File: src/rtl/load_store_unit_pkg.sv
// load_store_unit_pkg: FSM states, funct3 access codes and access legality check
package load_store_unit_pkg;
  typedef enum logic [1:0] {IDLE, REQ, RWAIT, RESP} state_e;
  localparam logic [2:0] F3_B  = 3'b000;
  localparam logic [2:0] F3_H  = 3'b001;
  localparam logic [2:0] F3_W  = 3'b010;
  localparam logic [2:0] F3_BU = 3'b100;
  localparam logic [2:0] F3_HU = 3'b101;
  function automatic logic bad_access(input logic [2:0] f3, input logic [1:0] a);
    return (f3 inside {F3_H, F3_HU}) ? a[0] :
           (f3 == F3_W) ? (a != 2'b00) :
           !(f3 inside {F3_B, F3_BU});
  endfunction
endpackage

File: src/rtl/load_align.sv
// load_align: selects the addressed byte/halfword of a read word and extends it per funct3
module load_align
  import load_store_unit_pkg::*;
(
  input  logic [31:0] rdata,
  input  logic [1:0]  off,
  input  logic [2:0]  funct3,
  output logic [31:0] data
);
  logic [15:0] sh;
  always_comb begin
    sh = 16'(rdata >> {off, 3'b000});
    data = (funct3 == F3_B)  ? {{24{sh[7]}}, sh[7:0]} :
           (funct3 == F3_BU) ? {24'h0, sh[7:0]} :
           (funct3 == F3_H)  ? {{16{sh[15]}}, sh[15:0]} :
           (funct3 == F3_HU) ? {16'h0, sh[15:0]} : rdata;
  end
endmodule

File: src/rtl/load_store_unit.sv
// load_store_unit: single-outstanding data memory access FSM with lane steering and timeouts
module load_store_unit
  import load_store_unit_pkg::*;
#(
  parameter int TIMEOUT = 16
) (
  input  logic        clk,
  input  logic        rstn,
  input  logic        dmem_rd,
  input  logic [3:0]  dmem_we,
  input  logic [2:0]  funct3,
  input  logic [31:0] addr,
  input  logic [31:0] wdata,
  output logic        bus_req,
  output logic [3:0]  bus_we,
  output logic [31:0] bus_addr,
  output logic [31:0] bus_wdata,
  input  logic        bus_gnt,
  input  logic        bus_rvalid,
  input  logic [31:0] bus_rdata,
  output logic [31:0] load_data,
  output logic        busy,
  output logic        done,
  output logic        err
);
  localparam int CW = $clog2(TIMEOUT) + 1;
  state_e state_q, state_d;
  logic [CW-1:0] cnt_q, cnt_d;
  logic [31:0] addr_q, addr_d, wdata_q, wdata_d, load_data_q, load_data_d, aligned;
  logic [3:0] we_q, we_d;
  logic [2:0] f3_q, f3_d;
  logic [1:0] off_q, off_d;
  logic err_q, err_d, st, go, tmo;
  load_align u_align (.rdata(bus_rdata), .off(off_q), .funct3(f3_q), .data(aligned));
  always_comb begin
    st = |dmem_we;
    go = dmem_rd | st;
    tmo = cnt_q == CW'(TIMEOUT - 1);
    state_d = state_q;
    cnt_d = cnt_q;
    addr_d = addr_q;
    wdata_d = wdata_q;
    load_data_d = load_data_q;
    we_d = we_q;
    f3_d = f3_q;
    off_d = off_q;
    err_d = 1'b0;
    case (state_q)
      IDLE: begin
        if (go && bad_access(funct3, addr[1:0])) err_d = 1'b1;
        else if (go) begin
          state_d = REQ;
          cnt_d = '0;
          addr_d = {addr[31:2], 2'b00};
          off_d = addr[1:0];
          f3_d = funct3;
          we_d = !st ? 4'h0 : funct3[1] ? 4'hF : funct3[0] ? 4'b0011 << addr[1:0] : 4'b0001 << addr[1:0];
          wdata_d = funct3[1] ? wdata : funct3[0] ? {2{wdata[15:0]}} : {4{wdata[7:0]}};
        end
      end
      REQ: begin
        state_d = bus_gnt ? (|we_q ? RESP : RWAIT) : tmo ? IDLE : REQ;
        cnt_d = bus_gnt ? '0 : cnt_q + 1'b1;
        err_d = !bus_gnt && tmo;
      end
      RWAIT: begin
        state_d = bus_rvalid ? RESP : tmo ? IDLE : RWAIT;
        cnt_d = cnt_q + 1'b1;
        err_d = !bus_rvalid && tmo;
        load_data_d = bus_rvalid ? aligned : load_data_q;
      end
      RESP: state_d = IDLE;
    endcase
  end
  always_ff @(posedge clk or negedge rstn) begin
    if (!rstn) begin
      state_q <= IDLE;
      cnt_q <= '0;
      addr_q <= '0;
      wdata_q <= '0;
      load_data_q <= '0;
      we_q <= '0;
      f3_q <= '0;
      off_q <= '0;
      err_q <= 1'b0;
    end else begin
      state_q <= state_d;
      cnt_q <= cnt_d;
      addr_q <= addr_d;
      wdata_q <= wdata_d;
      load_data_q <= load_data_d;
      we_q <= we_d;
      f3_q <= f3_d;
      off_q <= off_d;
      err_q <= err_d;
    end
  end
  assign bus_req = state_q == REQ;
  assign bus_we = we_q;
  assign bus_addr = addr_q;
  assign bus_wdata = wdata_q;
  assign load_data = load_data_q;
  assign busy = state_q != IDLE;
  assign done = state_q == RESP;
  assign err = err_q;
endmodule

File: config.mk
export PLATFORM = sky130hd
export DESIGN_NAME = load_store_unit
export DESIGN_NICKNAME = d
export VERILOG_FILES = /design/src/rtl/load_store_unit_pkg.sv /design/src/rtl/load_align.sv /design/src/rtl/load_store_unit.sv
export SDC_FILE = /design/constraint.sdc
export NUM_CORES = 1
export LEC_CHECK = 0
export CAP_MARGIN = 20
export CORE_MARGIN = 3
export CORE_UTILIZATION = 39
export DETAILED_ROUTE_END_ITERATION = 16
export GPL_TIMING_DRIVEN = 0
export PLACE_DENSITY = 0.85
export SKIP_CTS_REPAIR_TIMING = 1
export SYNTH_ARGS = -nofsm -noshare
export SYNTH_HDL_FRONTEND = slang
export SYNTH_SLANG_ARGS = --single-unit
File: constraint.sdc
create_clock -name clk -period 1.6 [get_ports clk]
set_input_delay 0.32 -clock clk [delete_from_list [all_inputs] [get_ports clk]]
set_output_delay 0.32 -clock clk [all_outputs]
set_load 0.05 [all_outputs]
Word level (Yosys, flattened, before mapping) --
Cells that the tools add are included.
Storage, ports and cells: output and inout port bits 104, bits of input ports 108, bits in registers 111, bits in read-only memories 0, bits in latches 0, word-level logic and storage cells 73, memories kept 0, RAM bits 0
Operators by class: muxes and demuxes 25, multipliers 0, $add $sub $neg 1, divide/modulo/power cells 0, equal/unequal tests 13, shift-type cells 3, order comparisons 0, bitwise gates (word level) 2, reduce and logical (&&, ||, !) cells 20
Operators with widths (count):
- 32-bit two-way mux | 6
- 32-bit by 5-bit >> shifter with 16-bit output | 1
- 5-bit two-way mux | 3
- 5-bit one-hot mux with 3 select lines | 1
- 3-bit == test (second input constant) | 4
- 4-bit two-way mux | 3
- 2-bit two-way mux | 5
- 2-bit one-hot mux with 4 select lines | 1
- 2-bit nonzero test | 4
- 4-bit OR reduction | 2
- 3-bit by 1-bit == test with 1-bit output (second input constant) | 2
- 3-bit zero test | 2
- 3-bit AND reduction | 2
- 5-bit by 1-bit adder with 5-bit output (second input constant) | 1
- 5-bit by 4-bit == test with 1-bit output (second input constant) | 1
- 1-bit two-way mux | 5
- 2-bit == test (second input constant) | 2
- 2-bit != test (second input constant) | 2
- 2-bit AND reduction | 2
- 1-bit by 2-bit left shift with 4-bit output (first input constant) | 1
- 2-bit by 2-bit left shift with 4-bit output (first input constant) | 1
- 3-bit by 2-bit == test with 1-bit output (second input constant) | 1
- 1-bit logical AND | 3
- 1-bit zero test | 3
- 6 further kinds | 6

Logic depth before layout (Yosys ltp) --
word-level depth 8, mapped depth 7, gate-level depth less buffers 7

Modules after synthesis --
A second synthesis with hierarchy kept.
Second synthesis, totals: cell total of the unflattened synthesis 514, area, all modules 5561.6 sq um
Modules (own cells, without submodules):
- load_store_unit | cells an instance 368, instances 1, area each 4785.8 sq um, seq. area each 2777.7 sq um
- load_align | cells an instance 146, instances 1, area each 775.7 sq um, seq. area each 0.0 sq um

Worst setup path after synthesis --
Ideal clock, no wire load.
path type input-to-reg, start input port dmem_we[1], end register cnt_q[1], required time 1.472 ns, library setup time 0.128 ns, buffers on the path 2, cell stages on the path 6, arrival time 1.839 ns, slack -0.367 ns, cells stage by stage or4_1 buf_2 o221ai_2 buf_4 a21boi_4 mux2_1
Between the ends: cells in the longest elaborated chain, start to end 5, elaborated cells between the ends (all ways) 6, those cells by class 2 x eq/ne; 1 x bitwise; 3 x reduce/logical
Ends and longest elaborated chain:
- start: declaration | RTL line load_store_unit.sv:10 | input logic [3:0] dmem_we,
- 4-bit OR reduction (*) | RTL line load_store_unit.sv:36 | st = |dmem_we;
- 1-bit OR (*) | RTL line load_store_unit.sv:37 | go = dmem_rd | st;
- 1-bit logical AND | RTL line load_store_unit.sv:50 | if (go && bad_access(funct3, addr[1:0])) err_d = 1'b1;
- 2-bit != test (no line)
- 3-bit AND reduction (no line) (*)
- end signal: assignment | RTL line load_store_unit.sv:88 | cnt_q <= cnt_d;
- end: declaration | RTL line load_store_unit.sv:28 | logic [CW-1:0] cnt_q, cnt_d;
Every way passes the cells marked *; elsewhere a longest branch is shown, timed or not. A chain may end at the register's enable or synchronous reset.

Worst setup path after layout --
start input port dmem_we[2], end register cnt_q[4]
The elaborated chain is that of the path after synthesis.

==> implementation parameters <==
Parameter                              Value

Status
  Status    finished, violations left
  Violated checks    negative setup slack

Setup path
  Worst endpoint data arrival time    2.03 ns
  Critical Path Fanout Max    8
  Crit path largest cell delay    0.56 ns
  Max stage delay cell, worst path    or4_4
  Buffering stage count on the worst path with inverters included    2
  Cell class contributing the biggest share of worst-path delay    simple AND/OR/NAND/NOR gates
  List of cells traversed by the critical path    buf_6 > or4_4 > o221ai_4 > buf_8 > a21boi_4 > mux2_4
  Data required time at the worst endpoint    1.84 ns
  Startpoint-to-endpoint class of the critical path    in -> reg
  Kind of capture point of the worst setup path    flop
  Startpoint type of the worst setup path    primary input

STA
  Hold Slack    0.02682 ns
  Final worst path period share    111.9%
  Max Freq    0.5585 GHz
  Post-layout worst setup margin    -0.1905 ns
  Setup TNS    -6.888 ns
  Number of failing setup endpoints in the final timing report    90
  Final critical path time including I/O delays and setup    1.791 ns
  Worst slew pin tran    1.042 ns
  Total count of hold-check failures in the final report    0
  Setup repair after global routing missed its margin    yes
  Maximum clock skew at final layout    0.01020 ns
  Count of final max-slew check failures    0
  Worst relative slew slack    30.31%

Synthesis
  Top cells by count, synth    111 x dfrtp_1, 56 x nand2_1, 48 x mux2_2
  Yosys warns    0
  Synth Instances    502
  Number of flops mapped to enable cells by yosys    0
  Largest cells by area after synthesis    dfrtp_1 52%, mux2_2 10%, mux2i_1 5.7%
  Netlist cell types    45
  Netlist area before placement    5291 sq um
  Most frequent cell after synthesis    dfrtp_1
  Leading register cell type out of synthesis    dfrtp_1
  Synth Register Bits    111
  Cell type contributing the most total cell area after synthesis    dfrtp_1
  Area fraction of the dominant cell type after synthesis    52.49%
  Proportion of synthesized chip area in sequential cells    52.49%
  Synthesized area per cell    10.54 sq um
  Post-synthesis async set-or-reset flop share    100.0%

Clock network
  Cell at the root of the clock tree    clkbuf_16
  Clk Latency, worst-skew pair    0.35 ns
  H-Tree Level Count    3
  CTS tree    yes
  Clk buf depth    2
  Clock slew at the register clock pins of the worst setup and hold paths    0.07 ns
  Num Clock Sinks    111
  Clock buffer count from CTS    9

Routing
  Final WL    19.36 mm
  Vias/cell    5.474
  Post-route DRC    0
  Initial DRT Pass Iterations    5
  Avg WL per Cell    20.83 microns
  Antenna viol nets, final    0
  Total number of vias    5085
  First DRT Iteration DRCs    445

Floorplan
  Core Footprint    12930 sq um
  Effective utilization at floorplan    40.93%
  Row count    41
  Chip Width    122.5 microns
  Count of boundary I/O pins    212
  Die outline area    15000 sq um
  Die height    122.5 microns

Global route
  Global-route wire length before repair    26.51 mm
  Total gr overflow    0
  Largest net degree at the start of global routing    58
  Initial antenna violation count    0
  Number of global-route vias before repair    5105
  Combined global-route utilization of all metal layers    22.77%

Worst hold path
  Hold/Removal Path Class    in -> async

Placement
  Routability cong.    0.9187
  Detailed Place HPWL    13.04 mm
  Count of buffers from port buffering    208

Finish
  Filler Cell Count    888
  Share of the core filled with cells in the final layout    71.96%
  Layout-stage area growth over the synthesis result    75.81%
  Proportion of layout cells with a drive suffix above 1    27.38%
  Number of nets in the final layout    866

Pwr
  Leakage Power    5.272 nW
  Total Power Consumption    20.16 mW
  Maximum vdd ir drop    1.322 mV
  Power per cell area    2167 nW/um^2

Job
  Max-cap violations    0
-- state kept, by name, summed over array words and instances, names as in the netlist --
| name | cells |
|---|---|
| cnt_q | 5 |
| bus_wdata | 32 |
| load_data | 32 |
| state_q | 2 |
| bus_we | 4 |
| off_q | 2 |
| f3_q | 3 |
| err | 1 |
| bus_addr | 30 |
-- kinds of logic (layout without fill, tap and decap cells) --
group,count (synthesis),after routing,synth area share (%)
and+or+nand+nor,137,137,11.75
AOI/OAI and AO/OA,111,111,12.84
DFF,111,111,52.49
muxes,81,81,16.74
buffers and inverters,54,307,4.445
adders and majority gates,7,7,1.655
other,1,3,0.07087
-- cell usage in the layout (no fill, tap or decap), drive strengths merged, types with 7 or more instances in the layout --
master / count
mux2i: 30
nand2: 56
mux2: 50
buf: 48
dfrtp: 111
inv: 19
clkbuf: 35
nand3: 33
ha: 7
a21oi: 26
dlymetal6s2s: 106
o21ai: 47
nor2: 26
clkdlybuf4s50: 96
-- path summary, 6_finish.rpt --
path                          startpoint             to  slack [ns]  cells after the start
max                           dmem_we[2]       cnt_q[4]       -0.19                      6
min                                 rstn   load_data[3]        0.03                      1
max reg2reg                   state_q[1]   bus_addr[21]       -0.13                      7
min reg2reg                load_data[27]  load_data[27]        0.50                      2
max in group asynchronous           rstn   bus_addr[11]        0.84                      2
min in group clk           bus_rdata[31]  load_data[31]        0.35                      3
-- per-stage QoR --
step,setup WS (ns),std cells,area [sq um]
3_5_place_dp,-0.8916,884,7732
4_1_cts,-0.9330,900,8058
3_3_place_gp,-3.964,883,7707
6_report,-0.1905,929,9303
5_1_grt,-0.2269,928,9300
2_1_floorplan,-0.3286,503,5410
-- layer usage --
metal / global-route usage [%] / part of all wire, % / vias up
met5: 0 / 0 / -
met3: 6.728 / 9.0 / 40
li1: - / - / 2280
met1: 26.48 / 37 / 2499
met2: 39.81 / 51 / 266
met4: 8.258 / 2.8 / 0
-- where the power goes --
part           leakage (nW)  total (mW)  internal (mW)  switching (mW)
clock network         0.160        2.48           1.46            1.02
registers              1.35        5.04           4.14           0.899
logic                  3.76        12.6           5.03            7.62
total                  5.27        20.2           10.6            9.53
-- cell type report --
| cell class | count | area (sq um) | share of cell area, % |
|---|---|---|---|
| diodes | 1 | 2.502 | 0.02690 |
| plain buffers | 31 | 286.5 | 3.080 |
| clock buffers | 13 | 260.3 | 2.798 |
| clock inverters | 3 | 65.06 | 0.6994 |
| inverters | 19 | 76.32 | 0.8204 |
| multi-input cells | 338 | 2781 | 29.90 |
| flip-flops and latches | 111 | 2783 | 29.91 |
| well taps | 172 | 215.2 | 2.313 |
| repair buffers | 241 | 2833 | 30.45 |
Power figures use the tool's default switching activity.
